--- src/rtl/instruction_loader.sv ---
// Program download sequencer: clears instruction memory, forwards received bytes as
// one-cycle write strobes, assembles MSB-first words and ends on HALT, overflow or timeout.
module instruction_loader #(
  parameter int                 NB_DATA        = 32,
  parameter int                 NB_BYTE        = 8,
  parameter int                 N_INSTRUCTIONS = 64,
  parameter logic [NB_DATA-1:0] HALT_WORD      = 32'hFFFF_FFFF,
  parameter int                 TIMEOUT_CYCLES = 1000000,
  parameter int                 NB_COUNT       = $clog2(N_INSTRUCTIONS + 1)
) (
  input  logic                i_clock,
  input  logic                i_reset,
  input  logic                i_start,
  input  logic [NB_BYTE-1:0]  i_rx_data,
  input  logic                i_rx_valid,
  output logic                o_rx_ready,
  output logic [NB_BYTE-1:0]  o_imem_write_data,
  output logic                o_imem_write_enable,
  output logic                o_imem_reset,
  output logic                o_loading,
  output logic                o_done,
  output logic                o_error,
  output logic [1:0]          o_error_code,
  output logic [NB_COUNT-1:0] o_word_count
);

  localparam int BYTES_PER_WORD = NB_DATA / NB_BYTE;
  localparam int NB_INDEX       = (BYTES_PER_WORD > 1) ? $clog2(BYTES_PER_WORD) : 1;
  localparam int NB_TIMER       = $clog2(TIMEOUT_CYCLES + 1);

  localparam logic [NB_INDEX-1:0] LAST_INDEX    = NB_INDEX'(BYTES_PER_WORD - 1);
  localparam logic [NB_COUNT-1:0] MAX_WORDS     = NB_COUNT'(N_INSTRUCTIONS);
  localparam logic [NB_TIMER-1:0] TIMEOUT_LIMIT = NB_TIMER'(TIMEOUT_CYCLES);

  typedef enum logic [2:0] {
    S_IDLE, S_CLEAR, S_RECEIVE, S_DONE, S_ERROR
  } state_e;

  typedef enum logic [1:0] {
    ERR_NONE     = 2'b00,
    ERR_OVERFLOW = 2'b01,
    ERR_TIMEOUT  = 2'b10
  } err_e;

  state_e              state_q, state_d;
  err_e                err_q, err_d;
  logic [NB_INDEX-1:0] index_q, index_d;
  logic [NB_DATA-1:0]  word_q, word_d;
  logic [NB_COUNT-1:0] count_q, count_d;
  logic [NB_TIMER-1:0] timer_q, timer_d;
  logic [NB_BYTE-1:0]  wdata_q, wdata_d;
  logic                wen_q, wen_d;
  logic                rx_ready_q, imem_reset_q, loading_q, done_q, error_q;
  logic                handshake;

  // Ready is a registered copy of "in RECEIVE", so it also gates the handshake.
  assign handshake = i_rx_valid & rx_ready_q;

  always_comb begin
    // NOTE: every next-state value gets its default first, so no path can infer a latch.
    state_d = state_q;
    err_d   = err_q;
    index_d = index_q;
    word_d  = word_q;
    count_d = count_q;
    timer_d = timer_q;
    wdata_d = wdata_q;
    wen_d   = 1'b0;

    case (state_q)
      S_CLEAR: state_d = S_RECEIVE;

      S_RECEIVE: begin
        if (handshake) begin
          wen_d   = 1'b1;
          wdata_d = i_rx_data;
          word_d  = {word_q[NB_DATA-NB_BYTE-1:0], i_rx_data};
          timer_d = '0;
          if (index_q == LAST_INDEX) begin
            index_d = '0;
            count_d = count_q + NB_COUNT'(1);
            // HALT wins over overflow when the final slot holds the HALT word.
            if (word_d == HALT_WORD) begin
              state_d = S_DONE;
            end else if (count_d == MAX_WORDS) begin
              state_d = S_ERROR;
              err_d   = ERR_OVERFLOW;
            end
          end else begin
            index_d = index_q + NB_INDEX'(1);
          end
        end else if (index_q != '0) begin
          timer_d = timer_q + NB_TIMER'(1);
          if (timer_d == TIMEOUT_LIMIT) begin
            state_d = S_ERROR;
            err_d   = ERR_TIMEOUT;
          end
        end
      end

      default: begin
        // IDLE, DONE and ERROR all (re)start a load; bookkeeping is wiped on entry to CLEAR.
        if (i_start) begin
          state_d = S_CLEAR;
          err_d   = ERR_NONE;
          index_d = '0;
          word_d  = '0;
          count_d = '0;
          timer_d = '0;
        end
      end
    endcase
  end

  always_ff @(posedge i_clock) begin
    if (!i_reset) begin
      // NOTE: sequential state uses non-blocking assignments so every flop samples pre-edge values.
      state_q      <= S_IDLE;
      err_q        <= ERR_NONE;
      index_q      <= '0;
      word_q       <= '0;
      count_q      <= '0;
      timer_q      <= '0;
      wdata_q      <= '0;
      wen_q        <= 1'b0;
      rx_ready_q   <= 1'b0;
      imem_reset_q <= 1'b0;
      loading_q    <= 1'b0;
      done_q       <= 1'b0;
      error_q      <= 1'b0;
    end else begin
      state_q      <= state_d;
      err_q        <= err_d;
      index_q      <= index_d;
      word_q       <= word_d;
      count_q      <= count_d;
      timer_q      <= timer_d;
      wdata_q      <= wdata_d;
      wen_q        <= wen_d;
      rx_ready_q   <= (state_d == S_RECEIVE);
      imem_reset_q <= (state_d == S_CLEAR);
      loading_q    <= (state_d == S_CLEAR) || (state_d == S_RECEIVE);
      done_q       <= (state_d == S_DONE);
      error_q      <= (state_d == S_ERROR);
    end
  end

  assign o_rx_ready          = rx_ready_q;
  assign o_imem_write_data   = wdata_q;
  assign o_imem_write_enable = wen_q;
  assign o_imem_reset        = imem_reset_q;
  assign o_loading           = loading_q;
  assign o_done              = done_q;
  assign o_error             = error_q;
  assign o_error_code        = err_q;
  assign o_word_count        = count_q;

endmodule

--- config.mk ---
export PLATFORM = sky130hd
export DESIGN_NAME = instruction_loader
export DESIGN_NICKNAME = d
export VERILOG_FILES = /design/src/rtl/instruction_loader.sv
export SDC_FILE = /design/constraint.sdc
export NUM_CORES = 1
export LEC_CHECK = 0
export CAP_MARGIN = 10
export CORE_UTILIZATION = 33
export DETAILED_ROUTE_END_ITERATION = 7
export MAX_ROUTING_LAYER = met4
export PLACE_DENSITY = 0.53
export SYNTH_ARGS = -nofsm -noshare
export SYNTH_HDL_FRONTEND = slang
export SYNTH_SLANG_ARGS = --single-unit
--- constraint.sdc ---
create_clock -name i_clock -period 2.4 [get_ports i_clock]
set_input_delay 0.24 -clock i_clock [delete_from_list [all_inputs] [get_ports i_clock]]
set_output_delay 0.24 -clock i_clock [all_outputs]
set_load 0.02 [all_outputs]
==> impl_metrics.ini, run 1 <==
[worst_hold_path]
min_to = o_imem_write_data[1]
timing.hold.worst_path_depth = 2
hold_path_startpoint = o_imem_write_data[1]
holdCritPathClass = reg2reg

[cells_and_area]
post-route-util_pct = 42.8
most_common_cell_after_layout_fill_and_taps_aside = sky130_fd_sc_hd__dfxtp_1
non_filler_instances = 597
finish.net_count = 472
most-common-layout-cells = 69 x sky130_fd_sc_hd__dfxtp_1, 41 x sky130_fd_sc_hd__nand2_1, 38 x sky130_fd_sc_hd__buf_4
fillCellCount = 1046
antenna_cells = 0
area_occupied_by_multi_input_gates_um2 = 1980
syn_to_final_growth_pct = 25.7
fin_area_um2 = 4420
fraction_of_final_layout_cells_sized_beyond_drive_strength_1_pct = 18.2
layout.area.seq_um2 = 1450

[sta]
timing.final.setup_violations = 0
tns_ns = 0
actual_transition_at_the_worst_max_transition_pin_ns = 0.610
rsz0062_at_grt = no
fmaxAchievable_mhz = 438
final.period_utilization_pct = 95.2
hold_viol_final = 0
layout_min_cycle_time_ns = 2.28
final_max_slew_viol_count = 0
timing.clock.skew_ns = 0.00874
max-slew-margin-rel_pct = 59.4

[logic_synthesis]
number_of_instances_in_the_synthesized_netlist = 399
netlist-cell-type-count = 70
yosys.area.top_type_share_pct = 41.0
synth_enable_flop_cells = 0
ys_dominant_reg_cell = sky130_fd_sc_hd__dfxtp_1
post_synth_instance_area_um2 = 3510
synth_fp_nets = 415
yosys.area.top_type = sky130_fd_sc_hd__dfxtp_1
yosys_register_bits = 72
synth_warnings = 0
synth-seq-area-share_pct = 41.0
postSynth.asyncResetShare_pct = 0
synthesis.area_per_instance_um2 = 8.80
dominant_cells_by_area_after_synthesis = sky130_fd_sc_hd__dfxtp_1 41%, sky130_fd_sc_hd__a22o_1 6.2%, sky130_fd_sc_hd__a21oi_1 4.6%, sky130_fd_sc_hd__nand2_1 4.5%, sky130_fd_sc_hd__nor2_1 2.8%

[grt]
grt_util_all_layers_pct = 17.4
number_of_global_route_vias_before_repair = 2979
global_route.overflow_total = 0
grt_antenna_before_repair = 0
first_pass_grt_wire_length_um = 14700
pin_count_of_the_biggest_net_entering_global_routing = 26

[die]
initial_utilization_pct = 34.0
dieArea_um2 = 11100
die_y_um = 105
ioPinCount = 35
fp.coreArea_um2 = 10300
horizontal_die_dimension_um = 105
placementRows = 37

[clock_tree]
cts_tree = done
numCtsBuffers = 9
clk_latency_ns = 0.36
cts-hold-fix-buffers = 0
cts_sinks = 72
cts_htree_levels = 3
clock-root-buffer = sky130_fd_sc_hd__clkbuf_8
cts_buffer_depth = 2
cts.reportedPaths.clkPinSlew_ns = 0.08

[critical_path]
r2r-start = o_word_count[0]
crit_path_end_kind = flop
r2r-end = o_loading
worst-endpoint-arrival_ns = 2.57
rrSetupSlack_ns = 0.12
timing_worst_setup_path_type = reg2reg
kind_of_start_point_of_the_critical_path = flop
r2r.worst_path.cells = 7
critical_path_required_ns = 2.68
path_max_fanout = 6

[run]
cap_viol_max_count = 0

[detailed_routing]
drc_errors = 0
detail_route.wirelength_um = 8870
wl_per_cell_um = 14.9
number_of_nets_still_failing_antenna_checks_after_routing = 0
detail_route.vias_per_cell = 5.33
detailedRoute.firstIterationViolations = 146
dr_total_vias = 3183
drt_first_pass_iters = 4

[placement]
place.detailed.hpwl_um = 6280
place.gp.congestion = 0.804
place.detailed.instances = 578
port_buffers = 34
placedInstanceArea_um2 = 4170

[power_and_ir_drop]
powerDensity_nw_per_um2 = 544
leakagePower_uw = 0.00160
ir_drop_mv = 0.226

[run_status]
outcome = completed
layer usage:
layer / GRT usage [%] / wire length, µm
met5: - / 0
met4: 7.34 / 198
met3: 3.68 / 280
met2: 26.5 / 4080
met1: 22.3 / 4300
repair_timing:
action | 4_1_cts | 5_1_grt
endpoints found under the setup margin | 1 | 7
pin swaps | 0 | 3
setup buffers | 0 | 3
resized for setup | 1 | 11
worst max-delay path, cell delays in order (launching register included):
cell	delay [ns]
sky130_fd_sc_hd__dfxtp_1	0.35
sky130_fd_sc_hd__ha_1	0.24
sky130_fd_sc_hd__and3_1	0.20
sky130_fd_sc_hd__or4b_1	0.46
sky130_fd_sc_hd__a221o_2	0.45
sky130_fd_sc_hd__a21oi_4	0.20
sky130_fd_sc_hd__xor2_1	0.09
sky130_fd_sc_hd__a211oi_1	0.23
metrics by stage:
step                      setup slack (ns)  total power (µW)  hold slack, ns
after floorplan                     0.0605              1410           0.366
after global placement              0.0828              1540           0.443
after detailed placement            0.0165              1540           0.453
after CTS                          0.00351              2420           0.465
after global routing              0.000900              2510           0.484
final                                0.115              2400           0.462
area by class of cell:
class / instances / area share [%]
timing repair buffer: 72 / 14.2
clock inverter: 6 / 1.02
tap: 136 / 3.85
inverter: 7 / 0.595
sequential: 72 / 32.7
multi-input combinational: 294 / 44.7
clock buffer: 10 / 2.89
synth_stat cells (2+ instances only):
library cell                count
sky130_fd_sc_hd__a2111oi_2      2
sky130_fd_sc_hd__clkbuf_1      12
sky130_fd_sc_hd__nand3_1       11
sky130_fd_sc_hd__nor3b_1        5
sky130_fd_sc_hd__mux2_2         2
sky130_fd_sc_hd__nand4b_1       2
sky130_fd_sc_hd__o21a_1         2
sky130_fd_sc_hd__nor2b_1        2
sky130_fd_sc_hd__and2_1         3
sky130_fd_sc_hd__nand4_1       12
sky130_fd_sc_hd__nand2b_1       4
sky130_fd_sc_hd__xnor2_1        6
sky130_fd_sc_hd__mux2i_1        3
sky130_fd_sc_hd__dfxtp_1       72
sky130_fd_sc_hd__a22oi_1        2
sky130_fd_sc_hd__nor4_4         2
sky130_fd_sc_hd__o21ai_0       18
sky130_fd_sc_hd__nand3b_1       2
sky130_fd_sc_hd__a311oi_1       3
sky130_fd_sc_hd__nor2_1        26
sky130_fd_sc_hd__xor2_1         2
sky130_fd_sc_hd__o211a_1        4
sky130_fd_sc_hd__a22o_1        25
sky130_fd_sc_hd__inv_1          7
sky130_fd_sc_hd__a21oi_1       32
sky130_fd_sc_hd__a31oi_1        7
sky130_fd_sc_hd__or4b_1         2
sky130_fd_sc_hd__o211ai_1       3
sky130_fd_sc_hd__a21o_1         3
sky130_fd_sc_hd__a211oi_1       3
sky130_fd_sc_hd__ha_1           4
sky130_fd_sc_hd__buf_2         10
sky130_fd_sc_hd__nor3_1        14
sky130_fd_sc_hd__nor4_1         2
sky130_fd_sc_hd__o21ai_1        4
sky130_fd_sc_hd__or3_1          2
sky130_fd_sc_hd__buf_4          2
sky130_fd_sc_hd__nand2_1       42
sky130_fd_sc_hd__a41oi_1        2
sky130_fd_sc_hd__and3_1         6
sky130_fd_sc_hd__o31ai_1        2
sky130_fd_sc_hd__nand4_2        2
how the worst max path moves through the flow:
stage / start / endpoint / slack (ns) / cells past startpoint
finish: o_word_count[0] / o_loading / 0.12 / 7
detailed placement: timer_q[1] / o_error / 0.02 / 8
global route: o_word_count[0] / o_loading / 0.0009 / 7
floorplan: o_word_count[0] / o_loading / 0.06 / 7
global placement: o_word_count[0] / o_loading / 0.08 / 7
CTS: timer_q[1] / o_error / 0.004 / 8
cells by family (layout without fill, tap and decap cells):
group | after synthesis | count (layout) | synth area share (%)
AOI/OAI and AO/OA | 121 | 121 | 23.9
xor gates and xnor gates | 8 | 8 | 2.00
adders and majority gates | 4 | 4 | 1.43
buffers and inverters | 33 | 95 | 4.13
DFF | 72 | 72 | 41.0
muxes | 5 | 5 | 1.50
and+or+nand+nor | 156 | 156 | 26.0
flip-flops by register name, indices dropped and copies added (netlist names), 2 cells and up:
signal             cells
index_q                2
o_error_code           2
o_imem_write_data      8
o_word_count           7
state_q                3
timer_q               20
word_q                24
power breakdown:
part,internal (µW),switching [µW],total (µW),leakage [µW]
Sequential,1210,17.8,1230,0.000582
Clock,378,491,869,0.0000789
Combinational,129,176,305,0.000940
Total,1720,684,2400,0.00160
(Power assumes the default switching activity.)
==> inputs of run 2 (changes only) <==
==> constraint.sdc (replaced) <==
create_clock -name i_clock -period 2 [get_ports i_clock]
set_input_delay 0.2 -clock i_clock [delete_from_list [all_inputs] [get_ports i_clock]]
set_output_delay 0.2 -clock i_clock [all_outputs]
set_load 0.02 [all_outputs]
==> impl_metrics.ini, run 2 (same netlist as run 1, synthesis figures left out) <==
[run_status]
outcome = complete, but fails checks
violations_in_the_final_reports = setup timing

[die]
ioPinCount = 35
initial_utilization_pct = 34.0
dieArea_um2 = 11100
die_y_um = 105
horizontal_die_dimension_um = 105
fp.coreArea_um2 = 10300
placementRows = 37

[sta]
max-slew-margin-rel_pct = 64.2
rsz0062_at_grt = yes
tns_ns = -1.66
timing.final.setup_violations = 9
timing.clock.skew_ns = 0.0142
fmaxAchievable_mhz = 446
post-route-worst-setup-slack_ns = -0.240
layout_min_cycle_time_ns = 2.24
final.period_utilization_pct = 112
actual_transition_at_the_worst_max_transition_pin_ns = 0.529
final_max_slew_viol_count = 0
hold_viol_final = 0

[clock_tree]
cts_tree = done
cts_htree_levels = 3
cts_sinks = 72
clock-root-buffer = sky130_fd_sc_hd__clkbuf_8
cts.reportedPaths.clkPinSlew_ns = 0.09
clk_latency_ns = 0.37
numCtsBuffers = 9
cts-hold-fix-buffers = 0
cts_buffer_depth = 2

[grt]
number_of_global_route_vias_before_repair = 3391
global_route.overflow_total = 0
grt_antenna_before_repair = 0
first_pass_grt_wire_length_um = 16600
pin_count_of_the_biggest_net_entering_global_routing = 33
grt_util_all_layers_pct = 19.5

[detailed_routing]
wl_per_cell_um = 15.1
dr_total_vias = 3446
detail_route.wirelength_um = 9950
drt_first_pass_iters = 4
detailedRoute.firstIterationViolations = 144
number_of_nets_still_failing_antenna_checks_after_routing = 0
detail_route.vias_per_cell = 5.21
drc_errors = 0

[power_and_ir_drop]
ir_drop_mv = 0.434
switching_power_as_a_share_of_total_power_pct = 29.6
pwr-share-comb_pct = 14.8
powerDensity_nw_per_um2 = 594
total_power_consumption_uw = 3030
power.share.sequential_pct = 48.5
leakagePower_uw = 0.00196
proportion_of_power_drawn_by_the_clock_network_pct = 36.7
power_switching_uw = 897
intPower_uw = 2130

[cells_and_area]
area_occupied_by_multi_input_gates_um2 = 2100
antenna_cells = 0
top_register = word_q
most-common-layout-cells = 94 x sky130_fd_sc_hd__buf_4, 60 x sky130_fd_sc_hd__dfxtp_1, 41 x sky130_fd_sc_hd__nand2_1
fraction_of_final_layout_cells_sized_beyond_drive_strength_1_pct = 32.6
finish.net_count = 536
fillCellCount = 980
syn_to_final_growth_pct = 45.2
most_common_cell_after_layout_fill_and_taps_aside = sky130_fd_sc_hd__buf_4
fin_area_um2 = 5100
largest_reg_flops = 24
layout.area.seq_um2 = 1470

[critical_path]
path_max_fanout = 6
critical_path_required_ns = 2.25
crit_path_end = o_rx_ready
r2r.worst_path.cells = 8
r2r-end = o_rx_ready
setup.worst_path.start = o_word_count[1]
kind_of_start_point_of_the_critical_path = flop
worst-endpoint-arrival_ns = 2.49
rrSetupSlack_ns = -0.24
timing_worst_setup_path_type = reg2reg
crit_path_end_kind = flop
r2r-start = o_word_count[1]

[placement]
placedInstanceArea_um2 = 4690
port_buffers = 34
place.detailed.hpwl_um = 7030
place.gp.congestion = 0.896
dp_worst_setup_slack_ns = -0.219

[run]
cap_viol_max_count = 0

[worst_hold_path]
holdCritPathClass = reg2reg
## run 2: repair_timing
action / in CTS / in global routing
endpoints found under the hold margin: 0 / 0
endpoints found under the setup margin: 9 / 58
pin swaps: 5 / 10
buffers inserted: 3 / 8
gates resized for setup: 15 / 23
## run 2: area by class of cell
type / instances / share of cell area [%]
clock buffer: 9 / 2.43
clock inverter: 7 / 1.18
inverter: 7 / 0.515
multi-input combinational: 294 / 41.1
sequential: 72 / 28.8
tap: 136 / 3.34
timing repair buffer: 136 / 22.6
## run 2: through the flow
stage	instances	hold WS [ns]	util [%]
2_1_floorplan	399	0.326	-
3_3_place_gp	635	0.448	45.4
3_5_place_dp	635	0.449	45.4
4_1_cts	654	0.461	48.0
5_1_grt	661	0.473	49.4
6_report	661	0.460	49.4
## run 2: power groups by stage
stage / Sequential [µW] / Clock (µW) / Combinational (µW)
global placement: 1500 / 0 / 402
CTS: 1470 / 1160 / 416
global route: 1470 / 1220 / 483
finish: 1470 / 1110 / 448
floorplan: 1510 / 0 / 186
detailed placement: 1500 / 0 / 405
## run 2: critical path, cell delays in order (launching register included)
cell and delay (ns):
sky130_fd_sc_hd__dfxtp_4 0.36, sky130_fd_sc_hd__ha_4 0.15, sky130_fd_sc_hd__and3_4 0.17, sky130_fd_sc_hd__or4b_4 0.48, sky130_fd_sc_hd__a221o_2 0.45, sky130_fd_sc_hd__a21oi_4 0.22, sky130_fd_sc_hd__buf_4 0.15, sky130_fd_sc_hd__buf_6 0.09
sky130_fd_sc_hd__a2111oi_4 0.05
## run 2: routing by layer
metal	up-vias	routed length (µm)	track usage (%)
li1	1724	-	-
met1	1627	4620	24.9
met2	71	4700	30.8
met3	24	413	3.87
met4	0	210	6.74
met5	-	0	-
## run 2: worst min path at each step
stage,startpoint,endpoint,slack [ns],cells after the start
floorplan,i_rx_data[0],word_q[0],0.33,1
global placement,o_imem_write_data[7],o_imem_write_data[7],0.45,2
detailed placement,o_imem_write_data[0],o_imem_write_data[0],0.45,2
CTS,o_imem_write_data[0],o_imem_write_data[0],0.46,2
global route,i_rx_data[7],o_imem_write_data[7],0.47,3
finish,o_imem_write_data[0],o_imem_write_data[0],0.46,2
